===== src/rtl/call_push_unit.sv =====
// CALL executor: pushes the return address onto the downward-growing call stack,
// then redirects the PC to the target and decrements SP; refuses pushes at the floor.
module call_push_unit #(
  parameter int PC_W       = 19,
  parameter int SP_W       = 8,
  parameter int RET_OFFSET = 1,
  parameter int SP_FLOOR   = 0
) (
  input  logic            clk,
  input  logic            rst,
  input  logic            call_valid,
  output logic            call_ready,
  input  logic [PC_W-1:0] pc,
  input  logic [PC_W-1:0] target,
  input  logic [SP_W-1:0] sp,
  output logic            stack_we,
  output logic [SP_W-1:0] stack_addr,
  output logic [PC_W-1:0] stack_wdata,
  output logic            pc_we,
  output logic [PC_W-1:0] new_pc,
  output logic            sp_we,
  output logic [SP_W-1:0] new_sp,
  output logic            done,
  output logic            overflow,
  output logic [1:0]      state_dbg
);

  typedef enum logic [1:0] {
    IDLE   = 2'd0,
    PUSH   = 2'd1,
    COMMIT = 2'd2,
    FAULT  = 2'd3
  } state_t;

  state_t          state_q, state_d;
  logic [PC_W-1:0] target_q, target_d;
  logic [SP_W-1:0] sp_lat_q, sp_lat_d;
  logic            stack_we_q, stack_we_d;
  logic [SP_W-1:0] stack_addr_q, stack_addr_d;
  logic [PC_W-1:0] stack_wdata_q, stack_wdata_d;
  logic            pc_we_q, pc_we_d;
  logic [PC_W-1:0] new_pc_q, new_pc_d;
  logic            sp_we_q, sp_we_d;
  logic [SP_W-1:0] new_sp_q, new_sp_d;
  logic            done_q, done_d;
  logic            overflow_q, overflow_d;

  // Handshake: a request transfers on a rising edge where call_valid && call_ready;
  // call_ready depends only on state, and pc/target/sp are sampled on that edge only.
  assign call_ready = (state_q == IDLE);

  always_comb begin
    state_d       = state_q;
    target_d      = target_q;
    sp_lat_d      = sp_lat_q;
    stack_we_d    = 1'b0;
    stack_addr_d  = stack_addr_q;
    stack_wdata_d = stack_wdata_q;
    pc_we_d       = 1'b0;
    new_pc_d      = new_pc_q;
    sp_we_d       = 1'b0;
    new_sp_d      = new_sp_q;
    done_d        = 1'b0;
    overflow_d    = 1'b0;
    unique case (state_q)
      IDLE: begin
        if (call_valid) begin
          target_d = target;
          sp_lat_d = sp;
          if (sp == SP_W'(SP_FLOOR)) begin
            state_d    = FAULT;
            overflow_d = 1'b1;
            done_d     = 1'b1;
          end else begin
            // Outputs are registered, so the write strobe appears in the PUSH cycle.
            state_d       = PUSH;
            stack_we_d    = 1'b1;
            stack_addr_d  = sp;
            stack_wdata_d = pc + PC_W'(RET_OFFSET);
          end
        end
      end
      PUSH: begin
        state_d  = COMMIT;
        pc_we_d  = 1'b1;
        new_pc_d = target_q;
        sp_we_d  = 1'b1;
        new_sp_d = sp_lat_q - SP_W'(1);
        done_d   = 1'b1;
      end
      COMMIT:  state_d = IDLE;
      FAULT:   state_d = IDLE;
      default: state_d = IDLE;
    endcase
  end

  always_ff @(posedge clk or posedge rst) begin
    if (rst) begin
      state_q       <= IDLE;
      target_q      <= '0;
      sp_lat_q      <= '0;
      stack_we_q    <= 1'b0;
      stack_addr_q  <= '0;
      stack_wdata_q <= '0;
      pc_we_q       <= 1'b0;
      new_pc_q      <= '0;
      sp_we_q       <= 1'b0;
      new_sp_q      <= '0;
      done_q        <= 1'b0;
      overflow_q    <= 1'b0;
    end else begin
      state_q       <= state_d;
      target_q      <= target_d;
      sp_lat_q      <= sp_lat_d;
      stack_we_q    <= stack_we_d;
      stack_addr_q  <= stack_addr_d;
      stack_wdata_q <= stack_wdata_d;
      pc_we_q       <= pc_we_d;
      new_pc_q      <= new_pc_d;
      sp_we_q       <= sp_we_d;
      new_sp_q      <= new_sp_d;
      done_q        <= done_d;
      overflow_q    <= overflow_d;
    end
  end

  assign stack_we    = stack_we_q;
  assign stack_addr  = stack_addr_q;
  assign stack_wdata = stack_wdata_q;
  assign pc_we       = pc_we_q;
  assign new_pc      = new_pc_q;
  assign sp_we       = sp_we_q;
  assign new_sp      = new_sp_q;
  assign done        = done_q;
  assign overflow    = overflow_q;
  assign state_dbg   = state_q;

endmodule


===== config.mk =====
export PLATFORM = sky130hd
export DESIGN_NAME = call_push_unit
export DESIGN_NICKNAME = d
export VERILOG_FILES = /design/src/rtl/call_push_unit.sv
export SDC_FILE = /design/constraint.sdc
export NUM_CORES = 1
export LEC_CHECK = 0
export BUFFER_PORTS_ARGS = -buffer_cell sky130_fd_sc_hd__buf_2
export CELL_PAD_IN_SITES_DETAIL_PLACEMENT = 1
export CELL_PAD_IN_SITES_GLOBAL_PLACEMENT = 2
export CORE_UTILIZATION = 31
export CTS_CLUSTER_DIAMETER = 40
export CTS_CLUSTER_SIZE = 24
export DETAILED_ROUTE_END_ITERATION = 8
export PLACE_DENSITY_LB_ADDON = 0.1
export SLEW_MARGIN = 10
export SYNTH_ARGS = -nofsm -noshare
export SYNTH_HDL_FRONTEND = slang
export SYNTH_SLANG_ARGS = --single-unit

===== constraint.sdc =====
create_clock -name clk -period 3.3 [get_ports clk]
set_input_delay 0.33 -clock clk [delete_from_list [all_inputs] [get_ports clk]]
set_output_delay 0.33 -clock clk [all_outputs]
set_load 0.02 [all_outputs]

==> results of run 1 <==
[power groups by stage]
stage          Combinational, W  Sequential (W)  Clock [W]
2_1_floorplan          0.000399         0.00186          0
3_3_place_gp            0.00108         0.00157          0
3_5_place_dp            0.00109         0.00159          0
4_1_cts                 0.00110         0.00157    0.00111
5_1_grt                 0.00119         0.00161    0.00116
6_report                0.00107         0.00157    0.00108
[state kept, by name, summed over array words and instances (netlist names)]
name         cells
done             1
new_sp           8
sp_lat_q         8
new_pc          19
target_q        19
overflow         1
stack_wdata     19
stack_we         1
sp_we            1
state_dbg        2
stack_addr       8
[layout by cell type (no fill, tap or decap), types with 2 or more instances in the layout]
cell type / Yosys / final
buf_2: 3 / 110
nand2_1: 97 / 97
dfrtp_1: 87 / 87
o21ai_0: 25 / 25
mux2_2: 25 / 25
xnor2_1: 12 / 12
nor2_1: 10 / 10
nand3_1: 10 / 10
clkbuf_16: 0 / 9
inv_1: 9 / 8
a22o_1: 6 / 6
xor2_1: 5 / 5
nor3_1: 5 / 5
or4_1: 5 / 5
o211ai_1: 4 / 4
nor4_1: 3 / 3
clkinv_2: 0 / 3
buf_4: 1 / 3
nand2b_1: 2 / 2
nand3_2: 2 / 2
nand4_1: 2 / 2
or3_1: 2 / 2
a31oi_1: 2 / 2
ha_1: 2 / 2
bufinv_16: 0 / 2
[worst max-delay path, delay by kind of cell (launching register included)]
family,cells,cell delay [ns]
AOI/OAI and AO/OA,1,0.39
DFF,1,0.41
and+or+nand+nor,3,1.09
[logic make-up (layout without fill, tap and decap cells)]
family	count (synthesis)	in the layout	synth area share
simple gates	142	142	0.174
flops	87	87	0.605
compound gates	39	39	0.0647
buf+inv	26	139	0.0292
mux	25	25	0.0783
xor+xnor	17	17	0.0414
fa+ha+maj	2	2	0.00696
[cell type report]
type | instances | share of cell area
Clock buffer | 11 | 0.0526
Clock inverter | 4 | 0.0152
Inverter | 10 | 0.00841
Multi-Input combinational cell | 225 | 0.285
Sequential cell | 87 | 0.472
Tap cell | 140 | 0.0380
Timing Repair Buffer | 114 | 0.129
[routing by layer]
metal | vias to the layer above | global-route usage | part of all wire
met1 | 1319 | 0.196 | 0.45
met2 | 64 | 0.256 | 0.49
met4 | 0 | 0.0714 | 0.015
met5 | - | 0 | 0
met3 | 10 | 0.0368 | 0.054
li1 | 1345 | - | -
[through the flow]
stage | instance area (um^2) | std cells | hold slack [ns] | setup WS, ns | total power, W
after global placement | 4300 | 576 | 0.440 | 1.18 | 0.00265
after detailed placement | 4300 | 576 | 0.450 | 1.11 | 0.00268
final | 4610 | 591 | 0.109 | 1.34 | 0.00371
after global routing | 4610 | 591 | 0.167 | 1.26 | 0.00396
after floorplan | 3600 | 338 | 0.425 | 0.720 | 0.00226
after CTS | 4610 | 591 | 0.134 | 1.33 | 0.00378
[worst max-delay path by stage]
| stage | from | to | slack (ns) | cells after the start |
|---|---|---|---|---|
| after floorplan | rst | done | 0.72 | 1 |
| final | state_dbg[0] | stack_wdata[14] | 1.34 | 4 |
| after CTS | state_dbg[0] | stack_wdata[14] | 1.33 | 4 |
| after global placement | pc[0] | stack_wdata[14] | 1.18 | 6 |
| after global routing | state_dbg[0] | stack_wdata[14] | 1.26 | 4 |
| after detailed placement | pc[0] | stack_wdata[14] | 1.11 | 6 |
==> run metrics, run 1 <==
GR Overflow Total=0; Post-synth top flop=dfrtp_1; Tcrit/Tclk final=0.595; initial antenna violation count=0; number of global-route vias before repair=2809; Die Y=110 um; Commonest cells post-synth=nand2_1 (97), dfrtp_1 (87), mux2_2 (25), o21ai_0 (25), xnor2_1 (12); CP Launch Type=flop; Crit-path slowest cell=or4_1; worst reg2reg path depth=4; P_int=0.00246 W; fmax=509 MHz; post-DP HPWL=6200 um; combinational share of power=0.289; worst min-delay path class=in2async; starting density of the core=0.325; CTS Buf Count=9; Pleak=2.30 nW; Setup Skew=0.00591 ns; num ports=111; overall routing resource usage=0.157; max_cap viols=0; Area growth syn-to-layout=28.2%; critical-path maximum fanout=18; fin. max-slew vios=0; H-tree depth=3; Hold Violations, Final=0; Pwr Density=805 nW/um^2; fin crit period=1.96 ns; Vias/cell=4.63; DRT iter0 DRCs=67; pin count of the biggest net entering global routing=46; Routed WL=8840 um; CTS root buffer=clkbuf_16; Die ar.=12000 um^2; GP Congestion=0.765; flop2flop setup slack=1.34 ns; DRC=0; Port Buffers=110; Post-Syn Area=3600 um^2; Sw Ratio=0.337; leading area contributor after synthesis=dfrtp_1; core area=11100 um^2; Seq/Total Area, Yosys=0.605; Netlist cell types=31; DR WL/cell=15.0 um; filler cell count=1290; worst slew pin tran=0.770 ns; clock sinks=87; number of synthesized flops with an enable pin=0; Die X=110 um; top-count cell post-synth=nand2_1; Post-CTS Setup Bufs=0; critical setup path kind=reg2reg; FF-to-FF End=stack_wdata[14]; Core Util, Final=0.416; Peak VDD IR=0.000326 V; Post-Synthesis Cells=338; Synth Register Bits=87; share of the synthesized area in the top cell type=0.605; RSZ-0062 raised after global routing=no; synth warn=0; NetSw=0.00125 W; top post-synthesis cells by area=dfrtp_1 (61%), nand2_1 (10%), mux2_2 (7.8%), o21ai_0 (3.5%), xnor2_1 (2.9%); Clock transition at path regs=0.06 ns; Critical Path Max Stage Delay=0.58 ns; clock power share=0.290; Sequential Area=2180 um^2; critical path, cell by cell=or3b_1 > a21o_1 > or4_1 > nand3_1; clk buf depth=2; CTS Hold Bufs=0; CTS tree=done; diode count=0; Final setup viols=0; syn nets=389; status=finished clean; Critical Path End Type=flop; Final ANT Viol Nets=0; asr flop ratio synth=1.00; slew margin rel.=0.486; Reg power frac=0.422; worst r2r src=state_dbg[0]; row count=38; first-pass GRT wire length=14200 um; clock latency on the worst-skew pair=0.33 ns; Fin Setup TNS=0 ns; CP arrival=2.23 ns; syn_area_per_cell=10.6 um^2; CTS-repair resized insts=0; post-layout net count=498; layout cells sized above 1=0.350; area occupied by multi-input gates=1320 um^2; routed vias=2738; CP required=3.57 ns; drt pass-1 iters=4
(Power assumes the default switching activity.)
==> inputs of run 2 (changes only) <==
--- a/config.mk
+++ b/config.mk
@@ -8,7 +8,7 @@
 export BUFFER_PORTS_ARGS = -buffer_cell sky130_fd_sc_hd__buf_2
 export CELL_PAD_IN_SITES_DETAIL_PLACEMENT = 1
 export CELL_PAD_IN_SITES_GLOBAL_PLACEMENT = 2
-export CORE_UTILIZATION = 31
+export CORE_UTILIZATION = 28
 export CTS_CLUSTER_DIAMETER = 40
 export CTS_CLUSTER_SIZE = 24
 export DETAILED_ROUTE_END_ITERATION = 8
==> constraint.sdc (replaced) <==
create_clock -name clk -period 1.6 [get_ports clk]
set_input_delay 0.16 -clock clk [delete_from_list [all_inputs] [get_ports clk]]
set_output_delay 0.16 -clock clk [all_outputs]
set_load 0.02 [all_outputs]
==> run metrics, run 2 (synthesis gave the netlist of run 1 again) <==
status=finished with violations; failing checks=negative setup slack; fmax=604 MHz; Final ANT Viol Nets=0; DRC=0; post-DP HPWL=6880 um; Pwr Density=1550 nW/um^2; CTS tree=done; Core Util, Final=0.394; RSZ-0062 raised after global routing=yes; clock sinks=87; CTS root buffer=clkbuf_16; critical-path maximum fanout=8; Hold Violations, Final=0; clock latency on the worst-skew pair=0.34 ns; Die ar.=13300 um^2; row count=41; Die X=115 um; Tcrit/Tclk final=1.03; CP arrival=1.93 ns; number of global-route vias before repair=2928; core area=12600 um^2; most common cell after layout, fill and taps aside=buf_2; pin count of the biggest net entering global routing=35; hold slack final=0.0492 ns; CTS Buf Count=9; routed vias=2870; GP Congestion=0.807; Area growth syn-to-layout=37.7%; overall routing resource usage=0.153; worst min-delay path class=in2reg; worst slew pin tran=0.536 ns; GR Overflow Total=0; starting density of the core=0.286; Pleak=2.46 nW; max_cap viols=0; Vias/cell=4.36; CP Launch Type=flop; H-tree depth=3; setup ws final=-0.0556 ns; Port Buffers=110; Final setup viols=1; Routed WL=9340 um; DRT iter0 DRCs=83; first-pass GRT wire length=15200 um; Critical Path End Type=flop; num ports=111; Clock transition at path regs=0.07 ns; slew margin rel.=0.642; fin crit period=1.66 ns; Pwr Total=0.00765 W; DR WL/cell=14.2 um; layout cells sized above 1=0.407; clk buf depth=2; CP required=1.87 ns; post-layout net count=532; Design Area, Final=4950 um^2; initial antenna violation count=0; Setup Skew=0.00619 ns; Peak VDD IR=0.000437 V; diode count=0; Die Y=115 um; placed instance area=4610 um^2; most frequent cells in the layout=buf_2 (110), nand2_1 (97), dfrtp_1 (85); fin. max-slew vios=0; drt pass-1 iters=4; critical setup path kind=reg2reg
-- run 2: repair_timing --
item | 4_1_cts | 5_1_grt
cloned | 0 | 0
setup endpoints to repair | 16 | 16
hold endpoints to repair | 16 | 0
buffers inserted | 0 | 1
pin swaps | 7 | 1
resized for setup | 4 | 5
hold buffers | 1 | 0
-- run 2: path summary, 6_finish.rpt --
kind,slack [ns],from,to,depth (start not counted)
setup / recovery,-0.06,state_dbg[0],stack_wdata[15],4
hold / removal,0.05,target[2],target_q[2],2
setup reg to reg,-0.06,state_dbg[0],stack_wdata[15],4
hold reg to reg,0.46,target_q[17],new_pc[17],2
max in group asynchronous,0.59,rst,state_dbg[0],4
min in group asynchronous,0.42,rst,stack_wdata[7],3
-- run 2: area by class of cell --
type | instances | area, um^2
fillers | 1459 | 7610
flip-flops and latches | 87 | 2180
multi-input cells | 225 | 1330
repair buffers | 148 | 876
clock buffers | 12 | 246
well taps | 172 | 215
inverters | 10 | 57.6
clock inverters | 4 | 45.0
-- run 2: where the power goes --
| part | switching, W | internal (W) | total [W] |
|---|---|---|---|
| Combinational | 0.00144 | 0.000913 | 0.00235 |
| Clock | 0.000846 | 0.00125 | 0.00209 |
| Sequential | 0.000346 | 0.00287 | 0.00321 |
-- run 2: stage by stage --
stage	setup slack, ns	instances	setup TNS [ns]
after floorplan	-0.205	338	-4.42
after global placement	-0.196	640	-1.44
after detailed placement	-0.236	640	-1.71
after CTS	-0.0670	657	-0.122
after global routing	-0.107	658	-0.871
final	-0.0556	658	-0.0556
-- run 2: critical path: stages, from the launching register on --
cell and delay, ns:
dfrtp_2 0.40, or3b_4 0.40, a21o_4 0.23, or4_1 0.47
nand3_1 0.09
-- run 2: routing by layer --
layer / up-vias / GRT usage / share of wire
li1: 1413 / - / -
met1: 1379 / 0.195 / 0.45
met2: 66 / 0.246 / 0.48
met3: 12 / 0.0369 / 0.048
met4: 0 / 0.0675 / 0.018
met5: - / 0 / 0
